===== config.mk =====
export PLATFORM = sky130hd
export DESIGN_NAME = cpu5_mc_ctrl
export DESIGN_NICKNAME = d
export VERILOG_FILES = /design/src/rtl/cpu5_mc_ctrl_pkg.sv /design/src/rtl/cpu5_mc_ctrl_alu_dec.sv /design/src/rtl/cpu5_mc_ctrl.sv
export SDC_FILE = /design/constraint.sdc
export NUM_CORES = 1
export LEC_CHECK = 0
export CAP_MARGIN = 20
export CORE_MARGIN = 2
export CORE_UTILIZATION = 33
export DETAILED_ROUTE_END_ITERATION = 10
export PLACE_DENSITY = 0.74
export SKIP_CTS_REPAIR_TIMING = 1
export SYNTH_ARGS = -nofsm -noshare
export SYNTH_HDL_FRONTEND = slang
export SYNTH_HIERARCHICAL = 1
export SYNTH_SLANG_ARGS = --single-unit

===== constraint.sdc =====
create_clock -name i_clk -period 1.98 [get_ports i_clk]
set_input_delay 0.594 -clock i_clk [delete_from_list [all_inputs] [get_ports i_clk]]
set_output_delay 0.594 -clock i_clk [all_outputs]
set_load 0.01 [all_outputs]

===== src/rtl/cpu5_mc_ctrl_pkg.sv =====
// Shared constants and types for the cpu5 multicycle control unit:
// state codes, opcode/funct3 encodings, datapath mux selects and ALU codes.
package cpu5_mc_ctrl_pkg;

    localparam int ALU_CTRL_W = 3;

    // Fixed codes so the debug state output is stable across rebuilds
    typedef enum logic [3:0] {
        S_FETCH    = 4'd0,
        S_DECODE   = 4'd1,
        S_MEMADR   = 4'd2,
        S_MEMREAD  = 4'd3,
        S_MEMWB    = 4'd4,
        S_MEMWRITE = 4'd5,
        S_EXECR    = 4'd6,
        S_EXECI    = 4'd7,
        S_ALUWB    = 4'd8,
        S_BEQ      = 4'd9,
        S_ERROR    = 4'd15
    } state_t;

    // Opcodes of the supported RV32I subset
    localparam logic [6:0] OP_LOAD   = 7'b0000011;
    localparam logic [6:0] OP_STORE  = 7'b0100011;
    localparam logic [6:0] OP_RTYPE  = 7'b0110011;
    localparam logic [6:0] OP_IMM    = 7'b0010011;
    localparam logic [6:0] OP_BRANCH = 7'b1100011;

    localparam logic [2:0] F3_WORD = 3'b010;
    localparam logic [2:0] F3_ADD  = 3'b000;
    localparam logic [2:0] F3_BEQ  = 3'b000;

    // Datapath mux selects
    localparam logic       ADR_PC      = 1'b0;
    localparam logic       ADR_ALUOUT  = 1'b1;
    localparam logic [1:0] SRCA_PC     = 2'b00;
    localparam logic [1:0] SRCA_OLDPC  = 2'b01;
    localparam logic [1:0] SRCA_RS1    = 2'b10;
    localparam logic [1:0] SRCB_RS2    = 2'b00;
    localparam logic [1:0] SRCB_IMM    = 2'b01;
    localparam logic [1:0] SRCB_FOUR   = 2'b10;
    localparam logic [1:0] RES_ALUOUT  = 2'b00;
    localparam logic [1:0] RES_MEMDATA = 2'b01;
    localparam logic [1:0] RES_ALUY    = 2'b10;

    // ALU operation codes driven towards the ALU
    localparam logic [2:0] CPU5_ALU_CONTROL_ADD = 3'b010;
    localparam logic [2:0] CPU5_ALU_CONTROL_SUB = 3'b110;

    // Coarse ALU request from the FSM; the decoder refines FUNCT using funct7b5
    localparam logic [1:0] ALUOP_ADD   = 2'b00;
    localparam logic [1:0] ALUOP_SUB   = 2'b01;
    localparam logic [1:0] ALUOP_FUNCT = 2'b10;

    // Legality check done in DECODE: picks the first execution state,
    // or ERROR for any encoding outside the supported subset
    function automatic state_t decode_next(input logic [6:0] opcode,
                                           input logic [2:0] funct3);
        state_t nxt;
        nxt = S_ERROR;
        if ((opcode == OP_LOAD || opcode == OP_STORE) && funct3 == F3_WORD)
            nxt = S_MEMADR;
        else if (opcode == OP_RTYPE && funct3 == F3_ADD)
            nxt = S_EXECR;
        else if (opcode == OP_IMM && funct3 == F3_ADD)
            nxt = S_EXECI;
        else if (opcode == OP_BRANCH && funct3 == F3_BEQ)
            nxt = S_BEQ;
        return nxt;
    endfunction

endpackage


===== src/rtl/cpu5_mc_ctrl_alu_dec.sv =====
// ALU decoder: turns the FSM's coarse alu_op plus funct7b5 into alu_control.
module cpu5_alu_dec
    import cpu5_mc_ctrl_pkg::*;
#(
    parameter int ALU_CTRL_W = 3
) (
    input  logic [1:0]            i_alu_op,
    input  logic                  i_funct7b5,
    output logic [ALU_CTRL_W-1:0] o_alu_control
);

    // Add by default; R-type selects sub through instr[30]
    always_comb begin
        o_alu_control = ALU_CTRL_W'(CPU5_ALU_CONTROL_ADD);
        case (i_alu_op)
            ALUOP_SUB:   o_alu_control = ALU_CTRL_W'(CPU5_ALU_CONTROL_SUB);
            ALUOP_FUNCT: o_alu_control = i_funct7b5 ? ALU_CTRL_W'(CPU5_ALU_CONTROL_SUB)
                                                    : ALU_CTRL_W'(CPU5_ALU_CONTROL_ADD);
            default:     o_alu_control = ALU_CTRL_W'(CPU5_ALU_CONTROL_ADD);
        endcase
    end

endmodule


===== src/rtl/cpu5_mc_ctrl.sv =====
// Multicycle control FSM for the cpu5 datapath (lw, sw, add, sub, addi, beq)
// with a req/ready handshake towards a variable-latency unified memory.
module cpu5_mc_ctrl
    import cpu5_mc_ctrl_pkg::*;
#(
    parameter int ALU_CTRL_W = 3
) (
    input  logic                  i_clk,
    input  logic                  i_resetn,
    input  logic [6:0]            i_opcode,
    input  logic [2:0]            i_funct3,
    input  logic                  i_funct7b5,
    input  logic                  i_zero,
    input  logic                  i_mem_ready,
    output logic                  o_mem_req,
    output logic                  o_mem_write,
    output logic                  o_adr_src,
    output logic                  o_ir_write,
    output logic                  o_pc_write,
    output logic                  o_reg_write,
    output logic [1:0]            o_alu_src_a,
    output logic [1:0]            o_alu_src_b,
    output logic [1:0]            o_result_src,
    output logic [ALU_CTRL_W-1:0] o_alu_control,
    output logic                  o_illegal_instr,
    output logic [3:0]            o_state
);

    state_t     r_state;
    state_t     w_next_state;
    logic       w_mem_req;
    logic       w_mem_write;
    logic       w_ir_write;
    logic       w_pc_write;
    logic       w_reg_write;
    logic       w_illegal;
    logic [1:0] w_alu_op;

    // State register; a low resetn at the edge returns to FETCH
    always_ff @(posedge i_clk) begin
        if (!i_resetn)
            r_state <= S_FETCH;
        else
            r_state <= w_next_state;
    end

    // Next state and per-state controls; memory states hold until mem_ready
    always_comb begin
        w_next_state = r_state;
        w_mem_req    = 1'b0;
        w_mem_write  = 1'b0;
        w_ir_write   = 1'b0;
        w_pc_write   = 1'b0;
        w_reg_write  = 1'b0;
        w_illegal    = 1'b0;
        w_alu_op     = ALUOP_ADD;
        o_adr_src    = ADR_PC;
        o_alu_src_a  = SRCA_PC;
        o_alu_src_b  = SRCB_RS2;
        o_result_src = RES_ALUOUT;
        case (r_state)
            S_FETCH: begin
                w_mem_req    = 1'b1;
                o_adr_src    = ADR_PC;
                o_alu_src_a  = SRCA_PC;
                o_alu_src_b  = SRCB_FOUR;
                o_result_src = RES_ALUY;
                if (i_mem_ready) begin
                    w_ir_write   = 1'b1;
                    w_pc_write   = 1'b1;
                    w_next_state = S_DECODE;
                end
            end
            S_DECODE: begin
                o_alu_src_a  = SRCA_OLDPC;
                o_alu_src_b  = SRCB_IMM;
                w_next_state = decode_next(i_opcode, i_funct3);
            end
            S_MEMADR: begin
                o_alu_src_a  = SRCA_RS1;
                o_alu_src_b  = SRCB_IMM;
                w_next_state = i_opcode[5] ? S_MEMWRITE : S_MEMREAD;
            end
            S_MEMREAD: begin
                w_mem_req = 1'b1;
                o_adr_src = ADR_ALUOUT;
                if (i_mem_ready)
                    w_next_state = S_MEMWB;
            end
            S_MEMWB: begin
                o_result_src = RES_MEMDATA;
                w_reg_write  = 1'b1;
                w_next_state = S_FETCH;
            end
            S_MEMWRITE: begin
                w_mem_req   = 1'b1;
                w_mem_write = 1'b1;
                o_adr_src   = ADR_ALUOUT;
                if (i_mem_ready)
                    w_next_state = S_FETCH;
            end
            S_EXECR: begin
                o_alu_src_a  = SRCA_RS1;
                o_alu_src_b  = SRCB_RS2;
                w_alu_op     = ALUOP_FUNCT;
                w_next_state = S_ALUWB;
            end
            S_EXECI: begin
                o_alu_src_a  = SRCA_RS1;
                o_alu_src_b  = SRCB_IMM;
                w_alu_op     = ALUOP_ADD;
                w_next_state = S_ALUWB;
            end
            S_ALUWB: begin
                o_result_src = RES_ALUOUT;
                w_reg_write  = 1'b1;
                w_next_state = S_FETCH;
            end
            S_BEQ: begin
                o_alu_src_a  = SRCA_RS1;
                o_alu_src_b  = SRCB_RS2;
                w_alu_op     = ALUOP_SUB;
                o_result_src = RES_ALUOUT;
                w_pc_write   = i_zero;
                w_next_state = S_FETCH;
            end
            S_ERROR: begin
                w_illegal    = 1'b1;
                w_next_state = S_ERROR;
            end
            default: begin
                w_next_state = S_ERROR;
            end
        endcase
    end

    // Enables and the error flag are suppressed for as long as resetn is low
    assign o_mem_req       = w_mem_req   & i_resetn;
    assign o_mem_write     = w_mem_write & i_resetn;
    assign o_ir_write      = w_ir_write  & i_resetn;
    assign o_pc_write      = w_pc_write  & i_resetn;
    assign o_reg_write     = w_reg_write & i_resetn;
    assign o_illegal_instr = w_illegal   & i_resetn;
    assign o_state         = r_state;

    cpu5_alu_dec #(
        .ALU_CTRL_W (ALU_CTRL_W)
    ) u_alu_dec (
        .i_alu_op      (w_alu_op),
        .i_funct7b5    (i_funct7b5),
        .o_alu_control (o_alu_control)
    );

endmodule


==> results of run 1 <==
cell families (layout without fill, tap and decap cells):
group                      after synthesis  in the layout
DFF                                      4              4
AOI/OAI and AO/OA                       26             26
muxes                                    1              1
other                                    2              2
xor gates and xnor gates                 3              3
buffers and inverters                   13             65
and+or+nand+nor                         42             42
adders and majority gates                2              2
Yosys cell counts, drive strengths merged, types with 2 or more instances:
| cell | count | area (um^2) |
|---|---|---|
| inv | 5 | 18.77 |
| or3 | 3 | 23.77 |
| a211oi | 2 | 15.01 |
| a21oi | 5 | 25.02 |
| dfxtp | 4 | 80.08 |
| ha | 2 | 25.02 |
| nor2 | 12 | 45.04 |
| or4 | 2 | 15.01 |
| nand2 | 6 | 22.52 |
| o21ai | 9 | 45.04 |
| a31oi | 2 | 12.51 |
| conb | 2 | 7.510 |
| clkbuf | 4 | 15.01 |
| xnor2 | 2 | 17.52 |
| nand2b | 8 | 50.05 |
| nor2b | 4 | 25.02 |
| buf | 4 | 25.02 |
worst paths after layout:
kind,depth (start not counted),endpoint,slack [ns]
setup / recovery,6,o_pc_write,-0.18
hold / removal,3,o_state[0],0.74
setup reg to reg,6,o_state[0],0.40
hold reg to reg,3,o_state[0],0.74
per-layer routing:
| metal | up-vias | global-route usage, % | wire, um |
|---|---|---|---|
| met5 | - | 0 | 0 |
| met3 | 0 | 5.000 | 152 |
| met2 | 36 | 36.39 | 1096 |
| met1 | 387 | 23.61 | 821 |
| met4 | 0 | 4.444 | 0 |
| li1 | 424 | - | - |
layout make-up:
cell class              instances  area share (%)
clock buffers                   3           1.867
flip-flops and latches          4           7.676
repair buffers                 57           42.74
inverters                       5           1.763
multi-input cells              76           43.36
well taps                      25           2.593
power groups by stage:
stage | logic (mW) | clock network [mW] | registers [mW]
after floorplan | 0.597 | 0 | 0.174
after global placement | 1.25 | 0 | 0.168
after detailed placement | 1.27 | 0 | 0.171
after CTS | 1.27 | 0.108 | 0.169
after global routing | 1.54 | 0.115 | 0.204
final | 1.41 | 0.104 | 0.198
critical path: stages (launching register included):
cell     delay, ns
dfxtp_4       0.36
or2_4         0.25
or3_4         0.35
inv_4         0.09
a22oi_2       0.07
nor2_1        0.08
buf_2         0.13
==> key figures, run 1 <==
Synth
  – Main combinational cell family by area after synthesis: simple AND/OR/NAND/NOR gates
  – Mux contribution to synthesized area: under 10%
  – Post-Synth XOR/XNOR Area: 4.357%
  – Post-Synth Adder-Cell Area: 4.149%
  – Synth cell types: 36
  – Post-synth EDFFs: 0
  – Mapped Nets: 110
  – Post-synthesis sequential area ratio: 13.28%
  – Syn_area_per_cell: ~6.5 um^2
  – Synth warn: 6
  – FF+latch count, synth: 4
  – Post-Synth Simple-Gate Area: 38.59%
  – Synth Area in Compound Gates: a little over a quarter
  – Asr flop ratio synth: 0%
  – Post-synth top flop: dfxtp_1
  – Post-Syn Instances: 93
  – Mapped cell area: 603.1 um^2

Power and ir drop
  – NetSw: 0.7139 mW
  – Total design power: 1.716 mW
  – Worst vdd ir: 0.6842 mV
  – Pwr/cell area: 1423 nW/um^2
  – Sequential Power Share: 11.5%
  – Clock power frac: 6.1%
  – Internal power: 1.002 mW
  – Leak Pwr: 0.6041 nW
  – Sw Ratio: 41.59%
  – Comb power frac: between 80 and 90%

Floorplanning
  – Initial Utilization: about a third
  – Core ar.: 1727 um^2
  – Die Wd: 46.75 um
  – Top Ports: 35
  – Row count: 15
  – Die Y-Extent: 46.75 um
  – Area of the die: 2186 um^2

Placement
  – DP Area: 1096 um^2
  – Pre-CTS WS: -0.6498 ns
  – Routability congestion estimate from global placement: 0.8958
  – I/O Buffers: 32
  – Placed instance count: 166
  – Post-DP HPWL: 1583 um

Outcome
  – Failing checks: setup timing
  – Status: finished with violations

Detailed routing
  – Routed WL: 2070 um
  – Avg Vias per Cell: around 5
  – Iteration count of the initial detailed-routing pass: 4
  – Wire per inst: approximately 12 um
  – DR vias: 847
  – Antenna Violating Nets Remaining: 0
  – DR DRC count: 0
  – Drt initial violations: 17

Clocking
  – H-tree Lvls: 1
  – Worst-path clk slew: 0.04 ns
  – Root Buffer: clkbuf_4
  – CTS tree: done
  – Clock Tree Buf Depth: 2
  – Clock insertion delay at the later pin of the skew report: 0.24 ns
  – TritonCTS Buffers: 3
  – Clk sinks: 4

GRT
  – Largest net degree at the start of global routing: 15
  – Tot GR Track Use: 19.97%
  – Initial antenna violation count: 0
  – Global-route wire length before repair: 3139 um
  – Number of global-route vias before repair: 787
  – Gr ovfl total: 0

Layout
  – Area of the multi-input gates: approximately 520 um^2
  – Fin area: 1206 um^2
  – Max reg flops: 4
  – Layout filler cell count: 160
  – Total Nets Final: 164
  – Register Area: 92.59 um^2
  – Post-Layout Cell Count: 170
  – Commonest non-fill, non-tap cell in the layout: buf_4
  – ANT cells: 0
  – Fraction of layout cells with a size suffix above 1: 37.93%
  – Commonest cells after routing, fill and taps aside: 22 x buf_4, 17 x clkdlybuf4s50_1, 10 x nor2_1
  – Area growth from synthesis to layout: 100.0%
  – Final Util: 69.86%

STA
  – Fin Hold WS: about 0.74 ns
  – Minimum clock period: around 2.2 ns
  – Final Hold Vio Count: 0
  – Period utilisation layout: 108.9%
  – Max Freq: 463.7 MHz
  – Setup TNS: -0.7081 ns
  – # setup viols final: 5
  – Fin Clk Skew: 0.003226 ns
  – Pins Over Slew Limit: 0
  – RSZ-0062 raised after global routing: true
  – Setup ws final: -0.1768 ns

Critical path
  – Crit path DAT: 1.56 ns
  – Start point of the critical path: o_state[3]
  – Critical R2R Launch: o_state[3]
  – Crit start category: register
  – CP max FO: 6
  – Setup Crit Path Kind: register to primary output
  – CP endpoint kind: primary output
  – CP required: 1.39 ns

Hold path
  – HP Start: o_state[2]
  – Hold Path Class: register to register

Flow run
  – Max_cap viols: 0
Power figures use the tool's default switching activity.
==> run 2, diff against run 1 <==
SLEW_MARGIN = 20   (was unset)
==> results of run 2 <==
Final layout, timing and power as in run 1 (identical DEF).
